`src/rtl/icache_responder_pkg.sv`:
```
// Shared constants for the instruction-cache responder: FSM encoding and block geometry.
package icache_responder_pkg;
    localparam logic [0:0] ST_IDLE = 1'b0;
    localparam logic [0:0] ST_FILL = 1'b1;

    localparam int BLOCK_WORDS = 8;
    localparam int WORD_BYTES  = 2;
    localparam int OFF_W       = 3;
    // One extra bit so the counters can express "all BLOCK_WORDS done".
    localparam int CNT_W       = OFF_W + 1;
endpackage

```
`src/rtl/icache_line_array.sv`:
```
// Tag/valid/data storage for a direct-mapped cache: asynchronous read, synchronous write,
// valids cleared asynchronously on reset.
module icache_line_array
    import icache_responder_pkg::*;
#(
    parameter int LINES = 8,
    parameter int IDX_W = 3,
    parameter int TAG_W = 9
) (
    input  logic             clk,
    input  logic             rst,
    input  logic [IDX_W-1:0] i_rd_idx,
    input  logic [OFF_W-1:0] i_rd_off,
    output logic [15:0]      o_rd_word,
    output logic [TAG_W-1:0] o_rd_tag,
    output logic             o_rd_valid,
    input  logic [IDX_W-1:0] i_wr_idx,
    input  logic             i_word_we,
    input  logic [OFF_W-1:0] i_wr_off,
    input  logic [15:0]      i_wr_word,
    input  logic             i_tag_we,
    input  logic [TAG_W-1:0] i_wr_tag,
    input  logic             i_inv
);
    logic [15:0]      r_data [LINES][BLOCK_WORDS];
    logic [TAG_W-1:0] r_tag  [LINES];
    logic [LINES-1:0] r_valid;

    always_ff @(posedge clk) begin
        if (i_word_we) r_data[i_wr_idx][i_wr_off] <= i_wr_word;
        if (i_tag_we)  r_tag[i_wr_idx] <= i_wr_tag;
    end

    always_ff @(posedge clk or posedge rst) begin
        if (rst)
            r_valid <= '0;
        else if (i_inv)
            r_valid[i_wr_idx] <= 1'b0;
        else if (i_tag_we)
            r_valid[i_wr_idx] <= 1'b1;
    end

    assign o_rd_word  = r_data[i_rd_idx][i_rd_off];
    assign o_rd_tag   = r_tag[i_rd_idx];
    assign o_rd_valid = r_valid[i_rd_idx];
endmodule

```
`src/rtl/icache_responder.sv`:
```
// Direct-mapped instruction cache for the fetch stage: zero-latency hits, stalling
// 8-word block fills from a pipelined backing memory on a miss.
module icache_responder
    import icache_responder_pkg::*;
#(
    parameter int LINES       = 8,
    parameter int BLOCK_WORDS = icache_responder_pkg::BLOCK_WORDS
) (
    input  logic        clk,
    input  logic        rst,
    input  logic [15:0] if_addr,
    input  logic        if_rd_en,
    output logic [15:0] if_data,
    output logic        if_stall,
    output logic [15:0] mem_addr,
    output logic        mem_rd_en,
    input  logic [15:0] mem_data,
    input  logic        mem_valid
);
    localparam int IDX_W = $clog2(LINES);
    localparam int TAG_W = 16 - 4 - IDX_W;
    localparam logic [CNT_W-1:0] BW_CNT = CNT_W'(BLOCK_WORDS);

    logic [0:0]       r_state;
    logic [15:0]      r_base;
    logic [IDX_W-1:0] r_idx;
    logic [CNT_W-1:0] r_iss;
    logic [CNT_W-1:0] r_rcv;

    logic [OFF_W-1:0] w_off;
    logic [IDX_W-1:0] w_idx;
    logic [TAG_W-1:0] w_tag;
    logic [15:0]      w_word;
    logic [TAG_W-1:0] w_rd_tag;
    logic             w_rd_valid;
    logic             w_idle, w_hit, w_miss, w_issue, w_recv, w_last;

    assign w_off  = if_addr[3:1];
    assign w_idx  = if_addr[4 +: IDX_W];
    assign w_tag  = if_addr[15 -: TAG_W];
    assign w_idle = (r_state == ST_IDLE);

    assign w_hit   = w_idle && if_rd_en && w_rd_valid && (w_rd_tag == w_tag);
    assign w_miss  = w_idle && if_rd_en && !(w_rd_valid && (w_rd_tag == w_tag));
    assign w_issue = !w_idle && (r_iss < BW_CNT);
    assign w_recv  = !w_idle && mem_valid;
    assign w_last  = w_recv && (r_rcv == BW_CNT - 1'b1);

    assign if_stall  = !w_idle || (if_rd_en && !w_hit);
    assign if_data   = w_hit ? w_word : 16'h0000;
    assign mem_rd_en = w_issue;
    assign mem_addr  = w_issue ? (r_base + 16'({r_iss[OFF_W-1:0], 1'b0})) : 16'h0000;

    // The miss cycle invalidates the looked-up line; during FILL writes target the latched line.
    icache_line_array #(
        .LINES (LINES),
        .IDX_W (IDX_W),
        .TAG_W (TAG_W)
    ) u_lines (
        .clk        (clk),
        .rst        (rst),
        .i_rd_idx   (w_idx),
        .i_rd_off   (w_off),
        .o_rd_word  (w_word),
        .o_rd_tag   (w_rd_tag),
        .o_rd_valid (w_rd_valid),
        .i_wr_idx   (w_idle ? w_idx : r_idx),
        .i_word_we  (w_recv),
        .i_wr_off   (r_rcv[OFF_W-1:0]),
        .i_wr_word  (mem_data),
        .i_tag_we   (w_last),
        .i_wr_tag   (r_base[15 -: TAG_W]),
        .i_inv      (w_miss)
    );

    always_ff @(posedge clk or posedge rst) begin
        if (rst) begin
            r_state <= ST_IDLE;
            r_base  <= '0;
            r_idx   <= '0;
            r_iss   <= '0;
            r_rcv   <= '0;
        end else if (w_idle) begin
            if (w_miss) begin
                r_state <= ST_FILL;
                r_base  <= {if_addr[15:4], 4'h0};
                r_idx   <= w_idx;
                r_iss   <= '0;
                r_rcv   <= '0;
            end
        end else begin
            if (w_issue) r_iss <= r_iss + 1'b1;
            if (w_recv)  r_rcv <= r_rcv + 1'b1;
            if (w_last) begin
                r_state <= ST_IDLE;
                r_iss   <= '0;
                r_rcv   <= '0;
            end
        end
    end
endmodule

```
`config.mk`:
```
export PLATFORM = sky130hd
export DESIGN_NAME = icache_responder
export DESIGN_NICKNAME = d
export VERILOG_FILES = /design/src/rtl/icache_responder_pkg.sv /design/src/rtl/icache_line_array.sv /design/src/rtl/icache_responder.sv
export SDC_FILE = /design/constraint.sdc
export NUM_CORES = 1
export LEC_CHECK = 0
export ABC_CLOCK_PERIOD_IN_PS = 3650
export CORE_MARGIN = 8
export CORE_UTILIZATION = 45
export DETAILED_ROUTE_END_ITERATION = 6
export GPL_TIMING_DRIVEN = 0
export PLACE_DENSITY = 0.66
export SLEW_MARGIN = 25
export SYNTH_ARGS = -nofsm -noshare
export SYNTH_HDL_FRONTEND = slang
export SYNTH_SLANG_ARGS = --single-unit
```
`constraint.sdc`:
```
create_clock -name clk -period 3.65 [get_ports clk]
set_input_delay 0.365 -clock clk [delete_from_list [all_inputs] [get_ports clk]]
set_output_delay 0.365 -clock clk [all_outputs]
set_load 0.01 [all_outputs]
```
Word-level counts from Yosys, hierarchy flattened

Memories as Yosys holds them, arrays and structs flattened.
Cells that the tools add are included.

Register bits after elaboration: 32
RAM bits: 1096
Input port bits: 36
Output and inout bits: 34
Logic and storage cells: 75
Memories: 2

$add $sub $neg: 3
$lt $le $gt $ge: 7
Equal/unequal tests: 4
Mux-type cells: 28
Bitwise logic cells: 6
Reduce and logical (&&, ||, !) cells: 19

Memories:

| memory         | depth | width | rd ports | clocked after memory_dff | wr ports | line                    | source |
|---|---|---|---|---|---|---|---|
| u_lines.r_data | 8     | 128   | 1        | 0                        | 1        | icache_line_array.sv:25 | `logic [15:0] r_data [LINES][BLOCK_WORDS];` |
| u_lines.r_tag  | 8     | 9     | 1        | 0                        | 1        | icache_line_array.sv:26 | `logic [TAG_W-1:0] r_tag [LINES];` |

Operators by type and width:

| operator                                                                     | number |
|---|---|
| 128-bit 2-to-1 mux                                                           | 1 |
| 16-bit 2-to-1 mux                                                            | 5 |
| 16-bit binary-select mux with 3-bit select                                   | 1 |
| 16-bit demux with 3-bit select                                               | 1 |
| 4-bit 2-to-1 mux                                                             | 7 |
| 16-bit by 4-bit adder with 16-bit output                                     | 1 |
| 8-bit 2-to-1 mux                                                             | 2 |
| 1-bit logical AND                                                            | 11 |
| 9-bit equality test                                                          | 1 |
| 4-bit by 1-bit adder with 4-bit output, second input constant                | 2 |
| 8-bit bitwise AND                                                            | 1 |
| 4-bit greater-or-equal comparator, second input constant                     | 2 |
| 3-bit by 4-bit less-than comparator with 1-bit output, second input constant | 2 |
| 1-bit 2-to-1 mux                                                             | 8 |
| 3-bit inverter with 4-bit output                                             | 2 |
| 8-bit inverter                                                               | 1 |
| 8-bit bitwise OR                                                             | 1 |
| 3-bit by 1-bit != test with 1-bit output, second input constant              | 2 |
| 2-bit AND reduction                                                          | 3 |
| 4-bit by 3-bit equality test with 1-bit output, second input constant        | 1 |
| 4-bit by 1-bit less-than comparator with 1-bit output, second input constant | 1 |
| 4-bit less-than comparator, second input constant                            | 1 |
| 2-bit nonzero test                                                           | 2 |
| 1-bit binary-select mux with 3-bit select                                    | 1 |
| 6 further kinds                                                              | 7 |

Longest topological paths before layout

Gate-level depths: netlist (run 1).

Depth after elaboration: 8
Mapped depth: 10
Mapped depth without buffers: 6

Modules after synthesis

A second synthesis (run 1) with hierarchy kept.

Cells, all modules: 1972
Area, all modules: 43735.7 µm²

By module, submodules not included:

| module            | times used | cells each | area an instance (µm²) | sequential area each (µm²) |
|---|---|---|---|---|
| icache_line_array | 1          | 1840       | 42383.1                | 33111.8 |
| icache_responder  | 1          | 132        | 1352.5                 | 525.5 |

Worst setup path before layout (run 1)

No wires, ideal clock.

Path kind: input to output
Start point: in if_addr[4]
End point: out if_data[0]
Arrival: 2631 ps
Data required time: 3285 ps
Slack: 654 ps
Cell stages on the path: 6
Path buffers: 2
Cells stage by stage: buf_6 > buf_1 > mux4_2 > mux4_2 > mux4_2 > nor2b_1

Cells in the longest elaborated chain, start to end: 5
Elaborated cells on any way between the ends: 11
Classes of those cells: 1 x eq/ne; 6 x mux; 2 x reduce/logical; 2 x memory

RTL lines:

| element                                                                                           | line                                             | source |
|---|---|---|
| start: declaration                                                                                | icache_responder.sv:11                           | `input logic [15:0] if_addr,` |
| memory 8 x 128 bit / 1-bit binary-select mux with 3-bit select (equally long branches)            | n/a                                              |  |
| 16-bit binary-select mux with 3-bit select / 1-bit 2-to-1 mux (equally long branches)             | icache_line_array.sv:43, icache_line_array.sv:45 |  |
| 16-bit 2-to-1 mux (implied by the code) / 1-bit logical AND (equally long branches) (2 in series) | icache_line_array.sv:43, icache_responder.sv:43  |  |
| 16-bit 2-to-1 mux *                                                                               | icache_responder.sv:50                           | `assign if_data = w_hit ? w_word : 16'h0000;` |
| end: declaration                                                                                  | icache_responder.sv:13                           | `output logic [15:0] if_data,` |

Mark *: on every way between the ends. The rest lies on a longest branch, timed or not. The select of a mux whose other input is x is not followed.

Worst setup path in the final report (run 1)

Start point: in if_addr[2]
End point: out if_data[1]

Cells in the longest elaborated chain, start to end: 5

RTL lines:

| element                                                | line                    | source |
|---|---|---|
| 3-bit inverter with 4-bit output (implied by the code) | icache_line_array.sv:43 | `assign o_rd_word = r_data[i_rd_idx][i_rd_off];` |
| 16-bit binary-select mux with 3-bit select             | icache_line_array.sv:43 |  |
| 16-bit 2-to-1 mux (implied by the code) (2 in series)  | icache_line_array.sv:43 |  |
| 16-bit 2-to-1 mux                                      | icache_responder.sv:50  |  |

No other way between the ends. The select of a mux whose other input is x is not followed.

==> out/results.tsv, run 1 <==
metric	value	unit
initial_core_util	45.20	%
drt_wl_total	102.6	mm
worstPathRequired	3.28	ns
cp_slowest_cell	buf_1	
via_count	20190	
crit_top_cell	mux4_2	
yosysTopAreaCell	edfxtp_1	
synth_async_sr_flop_share	2.578	%
wl_per_cell	30.00	µm
clock_latency	0.69	ns
critPathMaxStageDelay	0.70	ns
post-route-min-period	3.616	ns
finalInstanceArea	50630	µm²
yosys-top-cells-area	edfxtp_1, mux4_2, dfrtp_1	
regArea	33640	µm²
synth_edf_count	1096	
status	complete, no violations	
remaining_drc_errors	0	
synth_top_area_share	75.63	%
drive_gt1_share	36.46	%
r2r_start	r_state	
dpl-instance-area	46650	µm²
cts-buffers-inserted	109	
netlist_top_cells_count	edfxtp_1, mux4_2, nor2_1	
syn_nets	1846	
critical-path-top-delay-family	buffers and inverters	
ant_nets	0	
setup_viol	0	
pwr-share-clk	37.8	%
cts_tree	built	
critPathArrivalTime	3.25	ns
viasPerCell	5.908	
synth.distinct_cells	44	
worst_setup_path_end_kind	output port	
critPathKind	in2out	
yosysMostFrequentCell	edfxtp_1	
internal-power	22.24	mW
syn2layout_area_growth	16.34	%
io_buffers	61	
sequentialPowerShare	51.9	%
htree_levels	3	
slew_violations	0	
max_cap_violations	0	
grt_max_degree	65	
core_area	96280	µm²
p_per_area	576.4	nW/µm²
fp.dieArea	106900	µm²
first_global_vias	20740	
worstPathCellList	buf_1 -> clkbuf_1 -> mux4_2 -> mux4_2 -> nor2b_1 -> dlygate4sd2_1	
drt-initial-drc-count	2343	
dr.pass1.iters	5	
io_pins	70	
hold_path.class	in2async	
routabilityCongestion	0.9309	
ir_drop	0.0004660	V
path_buf_inv	3	
p_comb_share	10.3	%
synth_seq_cells	1125	
ys_warn_count	0	
finalHoldViolations	0	
synth_cells	1808	
fp.dieW	327.0	µm
antenna_found_initial	8	
clock_skew	0.03318	ns
syn_area_per_cell	24.07	µm²
clkSinkCount	1125	
num_rows	114	
p_leak	15.95	nW
overflow	0	
start_kind	input pin	
synthesis.area	43520	µm²
tns	0	ns
slew_headroom	21.82	%
critPathMaxFanout	10	
switching_share	23.79	%
fill_cells	7224	
die_h	327.0	µm
clk_pin_slew	0.06	ns
period_share	99.06	%
cts.root.buffer_cell	clkbuf_16	
antenna_cells	0	
grt_pass1_wl	147.6	mm
max_clock_freq	276.6	MHz
synth_flop_cell	edfxtp_1	
rsz0062_at_grt	true	
tightest_slew	1.170	ns
layout.nets	2088	
grt_usage	18.96	%
reg2reg_slack	0.23	ns
net-switching-power	6.944	mW
ctsLongestPathBuffers	3	
dpl.hpwl	68.19	mm
multi_input_comb_area	9671	µm²
reg2reg_to	u_lines.r_data[0][21]	
synth_seq_area_share	77.30	%
r2r_cells	4	
## metrics by stage
step	power (mW)	hold slack [ns]	setup WS, ns	instances	util, %
after floorplan	16.78	0.4431	0.6542	1808	-
after global placement	18.10	0.4655	-0.9426	3145	47.49
after detailed placement	18.35	0.4805	-0.9791	3205	48.45
after CTS	29.35	0.07943	-0.1555	3412	52.52
after global routing	30.01	0.1189	-0.007908	3418	52.58
final	29.18	0.08853	0.03448	3418	52.58
## logic make-up after synthesis
kind of cell	synth area share, %
buffers and inverters	1.098
DFF	77.30
muxes	19.09
xor gates and xnor gates	0.2214
other	0.008617
AOI/OAI and AO/OA	0.5003
adders and majority gates	0.05749
and+or+nand+nor	1.734
## metal layers
layer	routed length, µm	share of wire (%)	GRT usage, %
met1	40290	39	25.45
met2	50770	50	30.83
met3	8789	8.6	4.865
met4	2569	2.5	5.298
met5	131	0.13	0.7243
## cell usage in the layout, fill, tap and decap left out, types with 8 or more instances in the layout
cell type	n
and2_1	16
buf_12	10
buf_2	10
buf_4	38
buf_6	70
buf_8	9
bufinv_16	9
clkbuf_1	32
clkbuf_16	111
clkbuf_2	15
clkbuf_4	10
clkbuf_8	13
clkdlybuf4s50_1	28
clkinv_1	25
clkinv_2	19
clkinvlp_4	9
dfrtp_1	29
edfxtp_1	1096
mux2_1	11
mux2i_1	19
mux4_2	353
nand2_1	26
nor2_2	68
nor2b_2	14
o22a_1	8
## power groups by stage
stage	registers, mW	logic [mW]	clock network, mW
after floorplan	15.3	1.51	0
after global placement	15.4	2.71	0
after detailed placement	15.4	2.95	0
after CTS	15.1	3.02	11.2
after global routing	15.2	3.16	11.7
final	15.1	3.01	11.0
## worst max-delay path by stage
| stage | slack [ns] | end | cells past startpoint | from |
|---|---|---|---|---|
| after floorplan | 0.65 | if_data[0] | 6 | if_addr[4] |
| after global placement | -0.94 | if_data[4] | 9 | if_addr[5] |
| after detailed placement | -0.98 | if_data[0] | 9 | if_addr[5] |
| after CTS | -0.16 | if_data[4] | 8 | u_lines.r_tag[3][8] |
| after global routing | -0.008 | if_data[11] | 10 | u_lines.r_tag[3][8] |
| final | 0.03 | if_data[1] | 6 | if_addr[2] |
## registers in the layout (all words and copies together) (netlist names), named ones only
register,cells
r_rcv,4
r_iss,4
r_idx,2
r_state,1
u_lines.r_data,1024
r_base,10
u_lines.r_tag,72
## repair_timing
action,in CTS,in global routing
buffers inserted,4,6
pin swaps,5,3
hold buffers,0,0
endpoints found under the hold margin,0,0
endpoints found under the setup margin,17,14
resized for setup,157,48
## final cells by class
type | count | share of cell area [%]
well taps | 1276 | 3.153
plain buffers | 90 | 1.589
clock inverters | 69 | 1.265
clock buffers | 134 | 5.694
flip-flops and latches | 1125 | 66.44
repair buffers | 131 | 2.714
inverters | 6 | 0.04448
multi-input cells | 587 | 19.10
(Power assumes the default switching activity.)
==> inputs of run 2 (changes only) <==
Settings changed: CTS_BUF_LIST from default to sky130_fd_sc_hd__clkbuf_16, MAX_ROUTING_LAYER from default to met4.
==> run 2 against run 1 <==
Combinational power about the same. First-iteration DRC count decreased by 1.2%. Total power decreased by 0.48%. Critical path type is now reg2out. Highest routed layer is now met4.
==> out/results.tsv, run 2 (synthesis results as in run 1) <==
metric	value	unit
reg2reg_slack	0.22	ns
rsz0062_at_grt	true	
critPathMaxFanout	5	
final_cells	3421	
io_buffers	61	
syn2layout_area_growth	16.25	%
dr.pass1.iters	7	
setup_viol	0	
critPathArrivalTime	3.23	ns
ir_drop	0.0004708	V
initial_core_util	45.20	%
die_h	327.0	µm
largest_reg_flops	1024	
drive_gt1_share	36.27	%
antenna_found_initial	7	
cts_tree	built	
post-route-min-period	3.599	ns
period_share	98.59	%
report.power.total	29.04	mW
grt_pass1_wl	147.5	mm
r2r_cells	4	
io_pins	70	
fp.dieArea	106900	µm²
ant_nets	0	
p_per_area	574.1	nW/µm²
reg2reg_to	u_lines.r_data[0][21]	
hold_path.class	in2async	
core_area	96280	µm²
first_global_vias	20700	
viasPerCell	5.928	
finalHoldViolations	0	
slew_headroom	24.81	%
grt_usage	19.52	%
most-common-layout-cells	edfxtp_1, mux4_2, clkbuf_16	
overflow	0	
clock_latency	0.69	ns
dpl.hpwl	68.19	mm
htree_levels	3	
slew_violations	0	
fp.dieW	327.0	µm
critPathKind	reg2out	
status	complete, no violations	
grt_max_degree	65	
ctsLongestPathBuffers	3	
clkSinkCount	1125	
num_rows	114	
routabilityCongestion	0.9475	
max_clock_freq	277.9	MHz
r2r_start	r_state	
cts.root.buffer_cell	clkbuf_16	
fill_cells	7228	
remaining_drc_errors	0	
dp_cells	3205	
drt_wl_total	102.6	mm
wl_per_cell	29.99	µm
dp_slack	-0.9791	ns
final_common_cell	edfxtp_1	
endpoint	if_data[0]	
worstPathRequired	3.28	ns
cts-buffers-inserted	109	
clock_skew	0.02996	ns
crit_start	u_lines.r_tag[3][8]	
via_count	20280	
drt-initial-drc-count	2315	
start_kind	register	
regMostFlops	u_lines.r_data	
worst_setup_path_end_kind	output port	
clk_pin_slew	0.06	ns
max_cap_violations	0	
cts_hold_buf	0	
fin_ws	0.05146	ns
layout.nets	2088	
top_regs	u_lines.r_data x1024, u_lines.r_tag x72, r_base x10	
p_leak	16.01	nW
tightest_slew	1.125	ns
[run 2: repair_timing]
action,4_1_cts,5_1_grt
pin swaps,5,3
endpoints found under the setup margin,17,14
gates resized for setup,157,45
buffers inserted,4,6
[run 2: report_power, final]
part	internal [mW]	leakage, nW	total, mW	switching, mW
logic	1.17	4.03	3.02	1.85
registers	14.8	10.2	15.1	0.338
clock network	6.12	1.76	10.9	4.76
total	22.1	16.0	29.0	6.94
[run 2: worst min path at each step]
stage	slack [ns]	from	end
floorplan	0.44	rst	asynchronous set/reset pin
global placement	0.47	register	register
detailed placement	0.48	register	register
CTS	0.08	rst	r_base[13]
global route	0.12	rst	r_base[13]
finish	0.09	rst	r_base[13]
[run 2: final cells by class]
class                      instances  area (µm²)  share of cell area, %
multi-input combinational        587        9671                  19.12
tap                             1276        1597                  3.156
clock inverter                    93       730.7                  1.444
sequential                      1125       33640                  66.49
clock buffer                     110        2753                  5.441
timing repair buffer             131        1374                  2.716
inverter                           6       22.52                0.04452
buffer                            90       798.3                  1.578
antenna                            3       7.507                0.01484
[run 2: through the flow]
stage	utilization [%]	hold slack (ns)	TNS (ns)	instance area [µm²]
2_1_floorplan	-	0.4431	0	43520
3_3_place_gp	47.49	0.4655	-552.87	45730
3_5_place_dp	48.45	0.4805	-98.85	46650
4_1_cts	52.48	0.07943	-0.4316	50530
5_1_grt	52.54	0.1205	-0.06266	50590
6_report	52.54	0.08770	0	50590
[run 2: layer usage]
layer	GRT usage (%)	routed length [µm]	up-vias
met5	-	0	-
met4	5.231	2498	0
met3	4.721	8416	151
met2	30.99	50800	866
met1	25.48	40890	11000
li1	-	-	8267
[run 2: worst max-delay path, stage by stage (launching register included)]
cell and delay (ns):
edfxtp_1 0.38, mux4_2 0.50, mux2i_2 0.20, xor2_1 0.25
and4b_1 0.26, nand4_1 0.11, buf_6 0.21, buf_4 0.14
nor2b_2 0.21, clkdlybuf4s15_1 0.29
